## src/rtl/chip8_pkg.sv

```systemverilog
// Shared CHIP-8 types and RAM geometry used by the RAM arbiter and its read tracker.
package chip8_pkg;

  localparam int unsigned RAM_ADDR_W = 12;
  localparam int unsigned RAM_DATA_W = 8;

  typedef enum logic [1:0] {
    IDLE     = 2'd0,
    OWN_CPU  = 2'd1,
    OWN_BLIT = 2'd2
  } arb_state_t;

  typedef enum logic [1:0] {
    M_CPU    = 2'd0,
    M_BLIT   = 2'd1,
    M_LOADER = 2'd2
  } master_id_t;

  typedef struct packed {
    logic       valid;
    master_id_t id;
  } rd_tag_t;

endpackage

```

## src/rtl/ram_rd_track.sv

```systemverilog
// Two-stage {valid, master} shift that turns accepted read beats into rvalid strobes.
// Stage one lines up with ram_en and tells the top when to capture ram_out.
module ram_rd_track
  import chip8_pkg::*;
(
  input  logic       clk,
  input  logic       rst_n,
  input  logic       issue,
  input  master_id_t issue_id,
  output logic       rd_pending,
  output logic       cpu_rvalid,
  output logic       blit_rvalid
);

  rd_tag_t tag;

  always_ff @(posedge clk) begin
    if (!rst_n) begin
      tag         <= '0;
      cpu_rvalid  <= 1'b0;
      blit_rvalid <= 1'b0;
    end else begin
      tag         <= '{valid: issue, id: issue_id};
      cpu_rvalid  <= tag.valid && (tag.id == M_CPU);
      blit_rvalid <= tag.valid && (tag.id == M_BLIT);
    end
  end

  assign rd_pending = tag.valid;

endmodule

```

## src/rtl/ram_arbiter.sv

```systemverilog
// Shares the single-port program/sprite RAM between the CPU and the blitter: round-robin,
// burst lock with a starvation cap. Define RAM_ARB_LOADER_EN to add a write-only priority loader.
module ram_arbiter
  import chip8_pkg::*;
#(
  parameter int unsigned ADDR_W    = RAM_ADDR_W,
  parameter int unsigned DATA_W    = RAM_DATA_W,
  parameter int unsigned MAX_BURST = 16
) (
  input  logic              clk,
  input  logic              rst_n,
  input  logic              cpu_req,
  input  logic              cpu_lock,
  input  logic              cpu_wr,
  input  logic [ADDR_W-1:0] cpu_addr,
  input  logic [DATA_W-1:0] cpu_wdata,
  output logic              cpu_gnt,
  output logic              cpu_rvalid,
  input  logic              blit_req,
  input  logic              blit_lock,
  input  logic              blit_wr,
  input  logic [ADDR_W-1:0] blit_addr,
  input  logic [DATA_W-1:0] blit_wdata,
  output logic              blit_gnt,
  output logic              blit_rvalid,
`ifdef RAM_ARB_LOADER_EN
  input  logic              loader_req,
  input  logic              loader_wr,
  input  logic [ADDR_W-1:0] loader_addr,
  input  logic [DATA_W-1:0] loader_wdata,
  output logic              loader_gnt,
`endif
  output logic [DATA_W-1:0] rdata,
  output logic              ram_en,
  output logic              ram_wr,
  output logic [ADDR_W-1:0] ram_addr,
  output logic [DATA_W-1:0] ram_in,
  input  logic [DATA_W-1:0] ram_out
);

  localparam int unsigned CNT_W = 8;

  arb_state_t        state, state_next;
  master_id_t        rr, rr_next;
  logic [CNT_W-1:0]  burst_cnt, burst_cnt_next;
  logic              loader_act;
  logic              ld_gnt;
  logic              cap_hit;
  logic              beat_v;
  logic              beat_wr;
  master_id_t        beat_id;
  logic [ADDR_W-1:0] beat_addr;
  logic [DATA_W-1:0] beat_wdata;
  logic              rd_pending;

`ifdef RAM_ARB_LOADER_EN
  assign loader_act = loader_req;
  assign loader_gnt = ld_gnt;
`else
  assign loader_act = 1'b0;
`endif

  // State register: FSM state, round-robin pointer, burst counter.
  always_ff @(posedge clk) begin
    if (!rst_n) begin
      state     <= IDLE;
      rr        <= M_CPU;
      burst_cnt <= '0;
    end else begin
      state     <= state_next;
      rr        <= rr_next;
      burst_cnt <= burst_cnt_next;
    end
  end

  // Grant decode; the loader overrides everyone at any beat boundary.
  always_comb begin
    cpu_gnt  = 1'b0;
    blit_gnt = 1'b0;
    ld_gnt   = loader_act;
    cap_hit  = 1'b0;
    if (!loader_act) begin
      unique case (state)
        IDLE: begin
          if (cpu_req && (!blit_req || rr == M_CPU)) cpu_gnt = 1'b1;
          else if (blit_req)                          blit_gnt = 1'b1;
        end
        OWN_CPU: begin
          if (cpu_req) begin
            if (blit_req && burst_cnt >= CNT_W'(MAX_BURST)) cap_hit = 1'b1;
            else                                           cpu_gnt = 1'b1;
          end
        end
        OWN_BLIT: begin
          if (blit_req) begin
            if (cpu_req && burst_cnt >= CNT_W'(MAX_BURST)) cap_hit = 1'b1;
            else                                          blit_gnt = 1'b1;
          end
        end
        default: ;
      endcase
    end
  end

  // Next state; a capped owner hands the pointer to the waiting master.
  always_comb begin
    state_next     = state;
    rr_next        = rr;
    burst_cnt_next = burst_cnt;
    if (cap_hit) begin
      state_next     = IDLE;
      burst_cnt_next = '0;
      rr_next        = (state == OWN_CPU) ? M_BLIT : M_CPU;
    end else if (cpu_gnt || blit_gnt) begin
      if (state == IDLE && cpu_req && blit_req) rr_next = cpu_gnt ? M_BLIT : M_CPU;
      if (cpu_gnt ? cpu_lock : blit_lock) begin
        state_next = cpu_gnt ? OWN_CPU : OWN_BLIT;
        if (cpu_gnt ? blit_req : cpu_req) burst_cnt_next = burst_cnt + CNT_W'(1);
      end else begin
        state_next     = IDLE;
        burst_cnt_next = '0;
      end
    end else if (state != IDLE && !loader_act) begin
      state_next     = IDLE;
      burst_cnt_next = '0;
    end
  end

  // Accepted-beat mux.
  always_comb begin
    beat_id    = M_CPU;
    beat_wr    = cpu_wr;
    beat_addr  = cpu_addr;
    beat_wdata = cpu_wdata;
    if (blit_gnt) begin
      beat_id    = M_BLIT;
      beat_wr    = blit_wr;
      beat_addr  = blit_addr;
      beat_wdata = blit_wdata;
    end
`ifdef RAM_ARB_LOADER_EN
    if (ld_gnt) begin
      beat_id    = M_LOADER;
      beat_wr    = loader_wr;
      beat_addr  = loader_addr;
      beat_wdata = loader_wdata;
    end
`endif
  end

  assign beat_v = cpu_gnt | blit_gnt | ld_gnt;

  // RAM command and read-data registers.
  always_ff @(posedge clk) begin
    if (!rst_n) begin
      ram_en   <= 1'b0;
      ram_wr   <= 1'b0;
      ram_addr <= '0;
      ram_in   <= '0;
      rdata    <= '0;
    end else begin
      ram_en <= beat_v;
      ram_wr <= beat_v & beat_wr;
      if (beat_v) begin
        ram_addr <= beat_addr;
        ram_in   <= beat_wdata;
      end
      if (rd_pending) rdata <= ram_out;
    end
  end

  ram_rd_track u_rd_track (
    .clk         (clk),
    .rst_n       (rst_n),
    .issue       (beat_v && !beat_wr && (beat_id != M_LOADER)),
    .issue_id    (beat_id),
    .rd_pending  (rd_pending),
    .cpu_rvalid  (cpu_rvalid),
    .blit_rvalid (blit_rvalid)
  );

endmodule

```

## config.mk

```make
export PLATFORM = sky130hd
export DESIGN_NAME = ram_arbiter
export DESIGN_NICKNAME = d
export VERILOG_FILES = /design/src/rtl/chip8_pkg.sv /design/src/rtl/ram_rd_track.sv /design/src/rtl/ram_arbiter.sv
export SDC_FILE = /design/constraint.sdc
export NUM_CORES = 1
export LEC_CHECK = 0
export ABC_CLOCK_PERIOD_IN_PS = 6360
export BUFFER_PORTS_ARGS = -buffer_cell sky130_fd_sc_hd__clkbuf_2
export CAP_MARGIN = 10
export CORE_MARGIN = 4
export CORE_UTILIZATION = 51
export CTS_BUF_LIST = sky130_fd_sc_hd__clkbuf_16
export DETAILED_ROUTE_END_ITERATION = 16
export GPL_TIMING_DRIVEN = 1
export PLACE_DENSITY_LB_ADDON = 0.15
export SETUP_SLACK_MARGIN = 0.3
export SYNTH_ARGS = -nofsm -noshare
export SYNTH_HDL_FRONTEND = slang
export SYNTH_SLANG_ARGS = --single-unit
```

## constraint.sdc

```tcl
create_clock -name clk -period 6.36 [get_ports clk]
set_input_delay 0.318 -clock clk [delete_from_list [all_inputs] [get_ports clk]]
set_output_delay 0.318 -clock clk [all_outputs]
set_load 0.05 [all_outputs]
```

== Yosys cells after proc, flatten, opt, wreduce, memory -nomap -nowiden ==
Cells that the tools add are included.
Storage, ports and cells
  input port bits: 56
  register bits after elaboration: 47
  output and inout port bits: 34
  word-level logic and storage cells: 78
Operators by class
  order comparisons: 1
  equal/unequal tests: 5
  multiplexer cells: 33
  reductions and logical operators: 23
  bitwise logic cells: 3
  add/subtract/negate cells: 1
Operators with widths (number)
  8-bit two-way mux: 5
  1-bit two-way mux: 17
  2-bit two-way mux: 7
  12-bit two-way mux: 1
  1-bit logical AND: 9
  8-bit by 1-bit adder with 8-bit output (second input constant): 1
  8-bit by 5-bit greater-or-equal comparator with 1-bit output (second input constant): 1
  2-bit nonzero test: 4
  2-bit zero test: 3
  1-bit case mux with 2 select lines: 3
  2-bit by 1-bit equality test with 1-bit output (second input constant): 2
  2-bit AND reduction: 2
  3-bit by 2-bit inequality test with 1-bit output (second input constant): 1
  2-bit equality test (second input constant): 1
  1-bit zero test: 2
  1-bit logical OR: 2
  2-bit inequality test (second input constant): 1
  2-bit OR reduction: 1
  1-bit AND: 1
  1-bit NOT: 1
  1-bit bitwise OR: 1

== Longest topological paths before layout ==
  depth in word-level cells: 9
  depth in mapped cells: 8
  mapped depth without buffers: 8

== Cells and area by module ==
Synthesis repeated with hierarchy kept, for this count alone.
Second synthesis, totals
  cells, all modules: 263
  area total of the unflattened synthesis: 2205.9 µm²
Modules (own cells, without submodules)
  ram_arbiter: area an instance 2059.5 µm², sequential area each 820.8 µm², cells an instance 253, times used 1
  ram_rd_track: area an instance 146.4 µm², sequential area each 100.1 µm², cells an instance 10, times used 1

== Worst setup path before layout ==
No wires, ideal clock.
  path kind: reg-to-reg
  start: register burst_cnt[4]
  end: register burst_cnt[5]
  required time: 6.288 ns
  buffers on the path: 0
  clock period less this slack: 2.028 ns
  arrival: 1.956 ns
  stages on the path, launching flop included: 6
  path slack: 4.332 ns
  library setup time: 0.072 ns
  cells stage by stage: dfxtp_1 > or4_4 > o221ai_4 > mux2_4 > a211oi_1 > mux2i_1
Between the ends
  cells in the longest elaborated chain, start to end: 8
  elaborated cells between the ends (all ways): 25
  classes of those cells: add/sub: 1; order compare: 1; eq/ne: 1; mux: 16; reduce/logical: 6
RTL lines
  start: declaration: line ram_arbiter.sv:45  | logic [CNT_W-1:0] burst_cnt, burst_cnt_next;
  start signal: assignment: line ram_arbiter.sv:72  | burst_cnt <= burst_cnt_next;
  8-bit by 5-bit greater-or-equal comparator with 1-bit output: line ram_arbiter.sv:90, ram_arbiter.sv:96
  1-bit logical AND (on tied branches): line ram_arbiter.sv:90, ram_arbiter.sv:96
  1-bit two-way mux (on tied branches): line ram_arbiter.sv:90, ram_arbiter.sv:96
  1-bit two-way mux (on tied branches): line ram_arbiter.sv:89, ram_arbiter.sv:95
  1-bit case mux with 2 select lines: line ram_arbiter.sv:83  | unique case (state)
  1-bit two-way mux (tied with other cells): line ram_arbiter.sv:116  | if (cpu_gnt ? cpu_lock : blit_lock) begin
  3-bit by 2-bit inequality test with 1-bit output (no line) (tied with other cells)
  2-bit AND reduction (no line) / 8-bit two-way mux (equally long branches)
Several ways; a longest one is shown, not always the timed one. The select of a mux whose other input is x is not followed.
A chain may end at the register's enable or synchronous reset.

== Worst setup path in the final report ==
  start: register burst_cnt[4]
  end: register burst_cnt[6]
The elaborated chain is that of the path after synthesis.

==> impl_metrics.toml <==
[status]
status = "finished clean"

[synth]
synth-simple-area-share_pct = 16.6
syn_area_per_cell_um2 = 9.29
ys_seq_elements = 45
synth_top_family_by_area = "compound AO/OA/AOI/OAI gates"
yosysUniqueCellTypes = 39
synthTopCellsByArea = "dfxtp_1 42%, mux2i_1 15%, a211oi_1 8.0%"
yosys_warnings = 0
syn-num-nets = 292
ys_seq_area_share_pct = 42.0
yosys-mux-area-fraction_pct = 16.1
yosysTopAreaCell = "dfxtp_1"
syn_area_um2 = 2150
syn_inst = 231
yosys.area.top_type_share_pct = 42.0
synthAdderAreaFrac_pct = 2.91
synth_xor_area_share_pct = 0.408
synth-compound-area-share_pct = 16.7

[clocking]
cts_max_level = 2
clock_latency_ps = 280
clkTransAtPathRegs_ps = 60
root_buffer = "clkbuf_16"
cts_tree = "yes"
ctsResizeCount = 0
clock_path_buffers = 2
post-cts-setup-buffers = 0
cts_hold_buf = 0
clock_sinks = 45
cts_buffers = 5

[finish]
n_antenna_cell = 0
area_growth_pct = 26.8
final_area_um2 = 2720
fin_util_pct = 67.6
drive_above_1_share_pct = 32.8
nNetsFinal = 375

[timing]
drv_slew = 0
finalHoldViolCount = 0
period_minus_slack_ps = 2550
fin_skew_ps = 5.64
setup_viol = 0
rsz0062_at_grt = "no"
period_share_pct = 40.0
relSlewSlack_pct = 35.7
worstMarginPinSlew_ps = 956
hold_slack_ps = 277
setup_tns_ps = 0
max_freq_ghz = 0.393

[power_and_ir_drop]
netSwitchingPower_uw = 256
peakVddDrop_v = 0.000151
power.internal_uw = 516
power_density_nw_per_um2 = 284
comb_power_share_pct = 27.8
seqPwrFrac_pct = 41.4
p_sw_share_pct = 33.2
p_leak_nw = 1.27
p_total_uw = 772
clockPowerShare_pct = 30.9

[drt]
vias = 1959
routed_wl_um = 4890
detail-route-antenna-nets = 0
via_per_inst = 5.38
dr.pass1.iters = 4
drc_errors = 0
drt_first_iter_violations = 103
routedWlPerCell_um = 13.4

[setup_path]
cp.arrival_ps = 2760
crit_path_end_kind = "register"
cp_data_required_time_ps = 6570
worst_setup_path_start_kind = "register"
cp_max_fo = 32
worstSetupPathType = "reg2reg"

[placement]
dpl_cell_area_um2 = 2590
place.gp.congestion = 0.920
io_buffers = 89
dp_hpwl_um = 3610

[floorplanning]
die-height_um = 72.9
die_area_um2 = 5310
die-width_um = 72.9
initial_core_util_pct = 53.3
core-area_um2 = 4030
rows = 23
io_pins = 90

[worst_hold_path]
min_path_type = "in2reg"

[global_routing]
antenna_found_initial = 0
grt_pass1_wl_um = 8300
grt_start_max_net_pins = 43
grt-ovfl-total = 0
track_usage_pct = 20.0
grt_pass1_vias = 1873

[flow_run]
maxCapViolations = 0
-- registers in the layout (all words and copies together), names as in the netlist, 2 cells and up --
register,cells
ram_addr,12
ram_in,8
state,2
burst_cnt,8
rdata,8
-- placed cells by master, fill, tap and decap left out, drive strengths merged, types with 4 or more instances in the layout --
master	instances
and3	4
nand3b	4
ha	5
mux2i	32
a211oi	23
a21oi	4
dfxtp	45
nand3	9
inv	8
clkbuf	94
nor2	37
nand2	11
-- synth_stat cells (all sizes together) --
cell	n
o21a	1
o21ai	3
o211ai	1
clkbuf	12
nor2	37
a311oi	3
o21ba	1
ha	5
or2	1
dfxtp	45
mux2i	32
o31ai	1
buf	3
and4	1
nor4	1
nor3	1
or4	2
inv	8
a211oi	23
a31oi	3
o22ai	1
o311ai	1
and3	4
nand3	9
nand2b	2
o2bb2ai	1
nor2b	3
nand3b	4
xnor2	1
a21boi	1
o221ai	1
mux2	2
a21oi	4
nand2	11
a22oi	2
-- per-layer routing --
| metal | routed length (µm) | global-route usage, % | part of all wire (%) | vias up |
|---|---|---|---|---|
| met5 | 0 | 0 | 0 | - |
| met4 | 50 | 6.15 | 1.0 | 0 |
| met3 | 351 | 5.23 | 7.2 | 5 |
| met2 | 2300 | 33.6 | 47 | 65 |
| met1 | 2190 | 25.1 | 45 | 895 |
| li1 | - | - | - | 994 |
-- worst max-delay path, stage by stage, from the launching register on --
cell and delay (ps):
dfxtp_1 360, or4_4 550, o221ai_4 200, buf_4 420, mux2_4 400, a211oi_1 340, mux2i_1 210
-- logic make-up after synthesis --
family / Yosys count
AOI/OAI and AO/OA: 47
xor gates and xnor gates: 1
adders and majority gates: 5
buffers and inverters: 23
DFF: 45
muxes: 34
and+or+nand+nor: 76
-- per-stage QoR --
| step | instances | setup slack, ps |
|---|---|---|
| 6_report | 364 | 3810 |
| 5_1_grt | 364 | 3600 |
| 4_1_cts | 364 | 3780 |
| 3_5_place_dp | 357 | 3830 |
| 3_3_place_gp | 357 | 3890 |
| 2_1_floorplan | 231 | 4330 |
-- path summary, 6_finish.rpt --
kind,depth (start not counted),slack [ps],to,from
setup reg to reg,6,3810,burst_cnt[6]$_SDFFE_PP0P_,burst_cnt[4]$_SDFFE_PP0P_
setup / recovery,6,3810,burst_cnt[6]$_SDFFE_PP0P_,burst_cnt[4]$_SDFFE_PP0P_
hold reg to reg,1,410,u_rd_track.cpu_rvalid$_SDFF_PN0_,u_rd_track.tag[0]$_SDFF_PN0_
hold / removal,3,280,rdata[0]$_SDFFE_PN0P_,ram_out[0]
-- power groups by stage --
stage | sequential [mW] | combinational (mW) | clock [mW]
after floorplan | 0.391 | 0.101 | 0
after global placement | 0.325 | 0.213 | 0
after detailed placement | 0.325 | 0.215 | 0
after CTS | 0.320 | 0.216 | 0.246
after global routing | 0.322 | 0.231 | 0.256
final | 0.320 | 0.214 | 0.238
-- layout make-up --
class                      instances  area (µm²)
multi-input combinational        163        1130
inverter                           8        30.0
timing repair buffer              91         460
fill                             343        1310
clock inverter                     2        11.3
sequential                        45         901
tap                               50        62.6
clock buffer                       5         125
(Power assumes the default switching activity.)
